## src/rtl/rand_spot_gen.sv

```systemverilog
// rand_spot_gen: builds random VGA spots from a free-running LFSR byte stream,
// rejecting off-screen candidates and offering accepted ones over valid/ready.
module rand_spot_gen #(
  parameter int unsigned H_ACTIVE        = 640,
  parameter int unsigned V_ACTIVE        = 480,
  parameter int unsigned SPOTS_PER_FRAME = 16
) (
  input  logic        clk,
  input  logic        reset,
  input  logic [7:0]  rnd_in,
  input  logic        frame_start,
  output logic        spot_valid,
  input  logic        spot_ready,
  output logic [9:0]  spot_x,
  output logic [8:0]  spot_y,
  output logic [11:0] spot_rgb,
  output logic        busy,
  output logic [15:0] reject_cnt,
  output logic        frame_overrun
);
  typedef enum logic [1:0] {IDLE, GATHER, CHECK, OFFER} state_t;
  state_t          state_q, state_d;
  logic [2:0]      idx_q, idx_d;
  logic [7:0]      emitted_q, emitted_d;
  logic [4:0][7:0] b_q, b_d;
  logic            valid_q, valid_d;
  logic            busy_q, busy_d;
  logic            ovr_q, ovr_d;
  logic [9:0]      x_q, x_d;
  logic [8:0]      y_q, y_d;
  logic [11:0]     rgb_q, rgb_d;
  logic [15:0]     rej_q, rej_d;
  logic [9:0]      cx;
  logic [8:0]      cy;
  logic [11:0]     crgb;
  logic            fits, last, unused_bits;
  // bytes shift in at the top, so after five captures b_q[0] holds the first one
  assign cx          = {b_q[1][1:0], b_q[0]};
  assign cy          = {b_q[3][0], b_q[2]};
  assign crgb        = {b_q[4], b_q[3][7:4]};
  assign unused_bits = ^b_q[3][3:1];
  assign fits        = 32'(cx) < H_ACTIVE && 32'(cy) < V_ACTIVE;
  assign last        = 32'(emitted_q) + 32'd1 == SPOTS_PER_FRAME;
  assign busy_d      = state_d != IDLE;
  always_comb begin
    state_d   = state_q;
    idx_d     = idx_q;
    emitted_d = emitted_q;
    b_d       = b_q;
    valid_d   = valid_q;
    x_d       = x_q;
    y_d       = y_q;
    rgb_d     = rgb_q;
    rej_d     = rej_q;
    ovr_d     = ovr_q | (frame_start && state_q != IDLE);
    case (state_q)
      IDLE: if (frame_start) begin
        state_d   = GATHER;
        idx_d     = '0;
        emitted_d = '0;
      end
      GATHER: begin
        b_d     = {rnd_in, b_q[4:1]};
        idx_d   = idx_q + 3'd1;
        state_d = idx_q == 3'd4 ? CHECK : GATHER;
      end
      CHECK: if (fits) begin
        x_d     = cx;
        y_d     = cy;
        rgb_d   = crgb;
        valid_d = 1'b1;
        state_d = OFFER;
      end else begin
        rej_d   = rej_q + 16'(rej_q != '1);
        idx_d   = '0;
        state_d = GATHER;
      end
      OFFER: if (spot_ready) begin
        valid_d   = 1'b0;
        emitted_d = emitted_q + 8'd1;
        idx_d     = '0;
        state_d   = last ? IDLE : GATHER;
      end
      default: state_d = IDLE;
    endcase
  end
  always_ff @(posedge clk) begin
    if (reset) begin
      state_q   <= IDLE;
      idx_q     <= '0;
      emitted_q <= '0;
      b_q       <= '0;
      valid_q   <= 1'b0;
      busy_q    <= 1'b0;
      ovr_q     <= 1'b0;
      x_q       <= '0;
      y_q       <= '0;
      rgb_q     <= '0;
      rej_q     <= '0;
    end else begin
      state_q   <= state_d;
      idx_q     <= idx_d;
      emitted_q <= emitted_d;
      b_q       <= b_d;
      valid_q   <= valid_d;
      busy_q    <= busy_d;
      ovr_q     <= ovr_d;
      x_q       <= x_d;
      y_q       <= y_d;
      rgb_q     <= rgb_d;
      rej_q     <= rej_d;
    end
  end
  assign spot_valid    = valid_q;
  assign spot_x        = x_q;
  assign spot_y        = y_q;
  assign spot_rgb      = rgb_q;
  assign busy          = busy_q;
  assign reject_cnt    = rej_q;
  assign frame_overrun = ovr_q;
endmodule
```

## config.mk

```make
export PLATFORM = sky130hd
export DESIGN_NAME = rand_spot_gen
export DESIGN_NICKNAME = d
export VERILOG_FILES = /design/src/rtl/rand_spot_gen.sv
export SDC_FILE = /design/constraint.sdc
export NUM_CORES = 1
export LEC_CHECK = 0
export ABC_AREA = 1
export BUFFER_PORTS_ARGS = -buffer_cell sky130_fd_sc_hd__buf_2
export CAP_MARGIN = 0
export CORE_UTILIZATION = 50
export CTS_CLUSTER_SIZE = 10
export DETAILED_ROUTE_END_ITERATION = 10
export PLACE_DENSITY = 0.69
export REMOVE_ABC_BUFFERS = 1
export SLEW_MARGIN = 40
export SYNTH_ARGS = -nofsm -noshare
export SYNTH_HDL_FRONTEND = slang
export SYNTH_SLANG_ARGS = --single-unit
export TNS_END_PERCENT = 20
```

## constraint.sdc

```tcl
create_clock -name clk -period 2.94 [get_ports clk]
set_input_delay 0.882 -clock clk [delete_from_list [all_inputs] [get_ports clk]]
set_output_delay 0.882 -clock clk [all_outputs]
set_load 0.005 [all_outputs]
```

# Word level (Yosys, flattened, before mapping)
# Index checks and enable logic that the tools add are counted.
dict set report word_totals {
  regBits 103
  latchBits 0
  mem_bits_rw 0
  mem_bits_ro 0
  in_bits 12
  out_inout_bits 50
  memories 0
}
dict set report op_classes {
  add_sub_neg 4
  mul 0
  div_mod_pow 0
  n_lt_le_gt_ge 2
  eq_ne 10
  shifts 0
  n_mux 16
  bitwise 2
  n_reduce_logical 12
}
# operator n
set ops {}
lappend ops {{$add A16 B1 Y16} 1}
lappend ops {{$mux W8} 2}
lappend ops {{$ne A16 B16 Y1 const B} 1}
lappend ops {{$pmux W8 S2} 1}
lappend ops {{$pmux W3 S4} 1}
lappend ops {{$lt A10 B10 Y1 const B} 1}
lappend ops {{$add A8 B1 Y9 const B} 1}
lappend ops {{$eq A9 B5 Y1 const B} 1}
lappend ops {{$lt A9 B9 Y1 const B} 1}
lappend ops {{$mux W3} 3}
lappend ops {{$reduce_and A3 Y1} 3}
lappend ops {{$add A8 B1 Y8 const B} 1}
lappend ops {{$mux W2} 4}
lappend ops {{$ne A2 B2 Y1 const B} 4}
lappend ops {{$pmux W2 S4} 1}
lappend ops {{$reduce_bool A2 Y1} 4}
lappend ops {{$eq A2 B2 Y1 const B} 2}
lappend ops {{$reduce_and A2 Y1} 2}
lappend ops {{$add A3 B1 Y3 const B} 1}
lappend ops {{$eq A3 B3 Y1 const B} 1}
lappend ops {{$mux W1} 3}
lappend ops {{$eq A2 B1 Y1 const B} 1}
lappend ops {{$logic_and A1 B1 Y1} 2}
lappend ops {{$logic_not A2 Y1} 1}
lappend ops {{other kinds (3)} 3}

# Longest topological paths before layout
dict set report logic_depth {
  word_depth 6
  mapped_depth 11
}

# Least setup slack after synthesis
# Ideal clock, no wire load.
dict set report synth_timing {
  path_type {flip-flop to flip-flop}
  start {reg rej_q[8], in the netlist reject_cnt[8]}
  end {reg rej_q[12], in the netlist reject_cnt[12]}
  setup_time_ps 117
  arrival_time_ps 1713
  required_time_ps 2823
  path_slack_ps 1110
  path_stages_with_launch 12
  synth_period_minus_slack_ps 1830
  path_cell_list {dfxtp_1 nand2_1 nor3_4 nand4_1 ha_1 ha_1 inv_1 nor2_2 nand2_1 nor2_1 o21ai_0 nor2_1}
}
dict set report synth_via {
  elab_chain_cells 2
}
# element line_no
set synth_lines {}
lappend synth_lines {{start: declaration} 32} ;# logic [15:0] rej_q, rej_d;
lappend synth_lines {{start signal: assignment} 111} ;# rej_q <= rej_d;
lappend synth_lines {{$ne A16 B16 Y1} 74} ;# rej_d = rej_q + 16'(rej_q != '1);
lappend synth_lines {{$add A16 B1 Y16 *} 74}
# Every way passes the cells marked *; elsewhere a longest branch is shown, timed or not.
# A chain may end at the register's enable or synchronous reset.

# Worst setup path in the final report
dict set report layout_timing {
  start {reg rej_q[8], in the netlist reject_cnt[8]}
  end {reg rej_q[8], in the netlist reject_cnt[8]}
}
# Same word-level chain as after synthesis.

==> key figures <==
Finish
  • Multi-input logic area: ~1900 µm²
  • Final Non-Filler Cells: just over 700
  • Layout cells sized above 1: approximately 17%
  • FF/Latch Area: around 2100 µm²
  • Filler Cells Inserted: 796
  • Most frequent cells in the layout: nand2_1 (118), dfxtp_1 (103), nor2_1 (101)
  • Final #Nets: a little over 600
  • Area growth, synth to finish: 12.3%
  • Most common cell after layout, fill and taps aside: nand2_1
  • Diodes inserted: 0

CTS
  • CTS root buf: clkbuf_8
  • CTS tree: done
  • Clk sinks: around 100
  • Resized cells post-CTS: 0
  • Hold Buf Count CTS: 0
  • CTS Buffer Depth: 2
  • Post CTS Setup Buffer Count: 0
  • H-Tree Depth: 3
  • Clk slew on worst S/H paths: 0.10 ns
  • Clock Latency Late Sink: 0.36 ns
  • Clock buffer count from CTS: 9

Power
  • Comb pwr share: just under 6%
  • Pint: between 1.5 and 2 mW
  • Sw frac: about a quarter
  • Clock Power Share: 37.6%
  • VDD IR max: about 320 µV
  • Pwr/cell area: around 550 nW/µm²
  • P_sw: 0.634 mW
  • Flop pwr share: ~56%
  • Lkg Pwr: between 1.5 and 2 nW

Placed design
  • Dpl hpwl: between 5000 and 6000 µm
  • Port Buffer Count: 61
  • Placed instance count: about 690
  • GP Congestion: between 0.8 and 0.9

Yosys
  • Largest area contributor in the netlist: dfxtp_1
  • Async SR Flop Fraction: 0%
  • Synth Area per Inst: between 7 and 8 µm²
  • Yosys warning count: 0
  • Main synth FF type: dfxtp_1
  • Cell Area, Synth: 4220 µm²
  • FF+latch count, synth: just over 100
  • Yosys cell types: 40
  • Synth Instances: 553
  • Post-synth EDFFs: 0
  • Seq/Total Area, Yosys: a little under 50%
  • Synth area leaders: dfxtp_1 (49%), nand2_1 (10%), nor2_1 (9.0%)
  • Top-area cell type share of the netlist area: 48.8%

Timing
  • Final-report hold violation count: 0
  • Period minus WS final: ~2 ns
  • Final Cycle Share: 67.5%
  • Slew HR: a little over half
  • Final setup TNS: 0 ns
  • Top achievable clock speed: between 0.5 and 0.6 GHz
  • Worst clock skew: 0.00915 ns
  • Max Slew Vio Count: 0
  • RSZ-0062 raised after global routing: false
  • Setup Viol. Count Final: 0
  • Worst Tran Pin Value: around 0.7 ns

Floorplanning
  • Effective utilization at floorplan: about half
  • Cell Rows: 33
  • Core area: 8180 µm²
  • Die Area: about 8800 µm²
  • DIE WIDTH: ~94 µm
  • Die span in y: about 94 µm
  • Top-level port count: a little over 60

Routing
  • Per-cell routed wire length: approximately 12 µm
  • Routed Antenna Nets: 0
  • DR vias: around 3500
  • Number of remaining DRC errors: 2
  • Pre-Repair DR Iteration Count: 7
  • DR vias/cell: between 4 and 5
  • Routed wire length: approximately 8400 µm
  • First DRT Iteration DRCs: 90

GRT
  • GRT Resource Usage Total: between 20% and 30%
  • Overflow after GRT: 0
  • Largest net degree at the start of global routing: 53
  • First-pass GRT wire length: 14100 µm
  • Vias in the first global route: between 3000 and 4000
  • Antenna violations before repair: 0

Critical path
  • Worst Setup Start Kind: flip-flop
  • CP Class: reg2reg
  • Crit-path slowest cell: dfxtp_1
  • Worst-path fanout max: 6
  • Worst Path Required: 3.23 ns
  • CP peak stage delay: 0.39 ns
  • Worst setup EP type: flip-flop
  • Critical path cell sequence: nand2_1, nor3_4, nand4_1, ha_1, ha_1, inv_1, nor2_2, nand4_1, xnor2_1, nand2_1, a21oi_1
  • CP arrival: between 2 and 2.5 ns

Hold path
  • Type of the worst min-delay path: reg2reg

Flow run
  • Max-cap violations: 0

Run status
  • Status: finished with violations
  • Failing checks: DRC
-- power groups by stage --
stage	Clock, mW	Combinational (mW)	Sequential [mW]
floorplan	0	0.106	1.51
global placement	0	0.152	1.52
detailed placement	0	0.156	1.52
CTS	1.02	0.157	1.49
global route	1.07	0.180	1.49
finish	0.987	0.156	1.48
-- worst paths after layout --
check	start	end	slack, ns	cells after the start
max	reject_cnt[8]	reject_cnt[8]	0.95	11
min	spot_y[2]	spot_y[2]	0.46	2
min reg2reg	spot_y[2]	spot_y[2]	0.46	2
max reg2reg	reject_cnt[8]	reject_cnt[8]	0.95	11
-- flip-flops by register name (all words and copies together) (netlist names) --
signal and cells:
b_q 40, spot_y 9, emitted_q 8, frame_overrun 1
spot_x 10, spot_valid 1, spot_rgb 12, idx_q 3
reject_cnt 16, state_q 2, busy 1
-- layer usage --
| metal | up-vias | global-route usage, % | routed length, µm |
|---|---|---|---|
| li1 | 1882 | - | - |
| met1 | 1586 | 25.9 | 4180 |
| met2 | 55 | 34.7 | 3910 |
| met3 | 8 | 2.83 | 240 |
| met4 | 0 | 8.46 | 102 |
| met5 | - | 0 | 0 |
-- synthesized netlist by cell type, types with 5 or more instances --
| cell type | number |
|---|---|
| nand2_1 | 118 |
| nor2_1 | 101 |
| inv_1 | 27 |
| a21oi_1 | 55 |
| xnor2_1 | 5 |
| inv_2 | 6 |
| ha_1 | 5 |
| dfxtp_1 | 103 |
| buf_6 | 6 |
| nand4_1 | 7 |
| o21ai_0 | 47 |
| o21ai_1 | 5 |
| clkbuf_1 | 14 |
| nand3_1 | 14 |
-- through the flow --
| stage | utilization (%) | hold slack [ns] | setup slack (ns) | area, µm² | total power [mW] |
|---|---|---|---|---|---|
| CTS | 58.0 | 0.469 | 0.940 | 4740 | 2.66 |
| global route | 58.0 | 0.481 | 0.715 | 4740 | 2.75 |
| global placement | 55.2 | 0.446 | 1.00 | 4510 | 1.67 |
| finish | 58.0 | 0.464 | 0.955 | 4740 | 2.63 |
| floorplan | - | 0.435 | 1.11 | 4050 | 1.62 |
| detailed placement | 55.2 | 0.452 | 0.967 | 4510 | 1.67 |
-- layout make-up --
cell class / instances / share of cell area (%)
sequential: 103 / 43.5
multi-input combinational: 389 / 39.4
timing repair buffer: 64 / 6.91
tap: 105 / 2.77
clock buffer: 9 / 2.61
inverter: 33 / 2.61
clock inverter: 7 / 2.22
-- worst max-delay path: cells and delay by family (launching register included) --
kind / cells / cell delay (ns)
DFF: 1 / 0.39
xor gates and xnor gates: 1 / 0.12
and+or+nand+nor: 6 / 0.75
AOI/OAI and AO/OA: 1 / 0.11
adders and majority gates: 2 / 0.44
buffers and inverters: 1 / 0.10
-- kinds of logic (layout without fill, tap and decap cells) --
family | count (synthesis) | count (layout) | share of synthesized area [%]
buffers and inverters | 61 | 113 | 6.91
and+or+nand+nor | 262 | 262 | 27.1
DFF | 103 | 103 | 48.8
xor gates and xnor gates | 6 | 6 | 1.24
AOI/OAI and AO/OA | 116 | 116 | 14.4
adders and majority gates | 5 | 5 | 1.48
No activity file was read; power rests on OpenSTA's default activity.
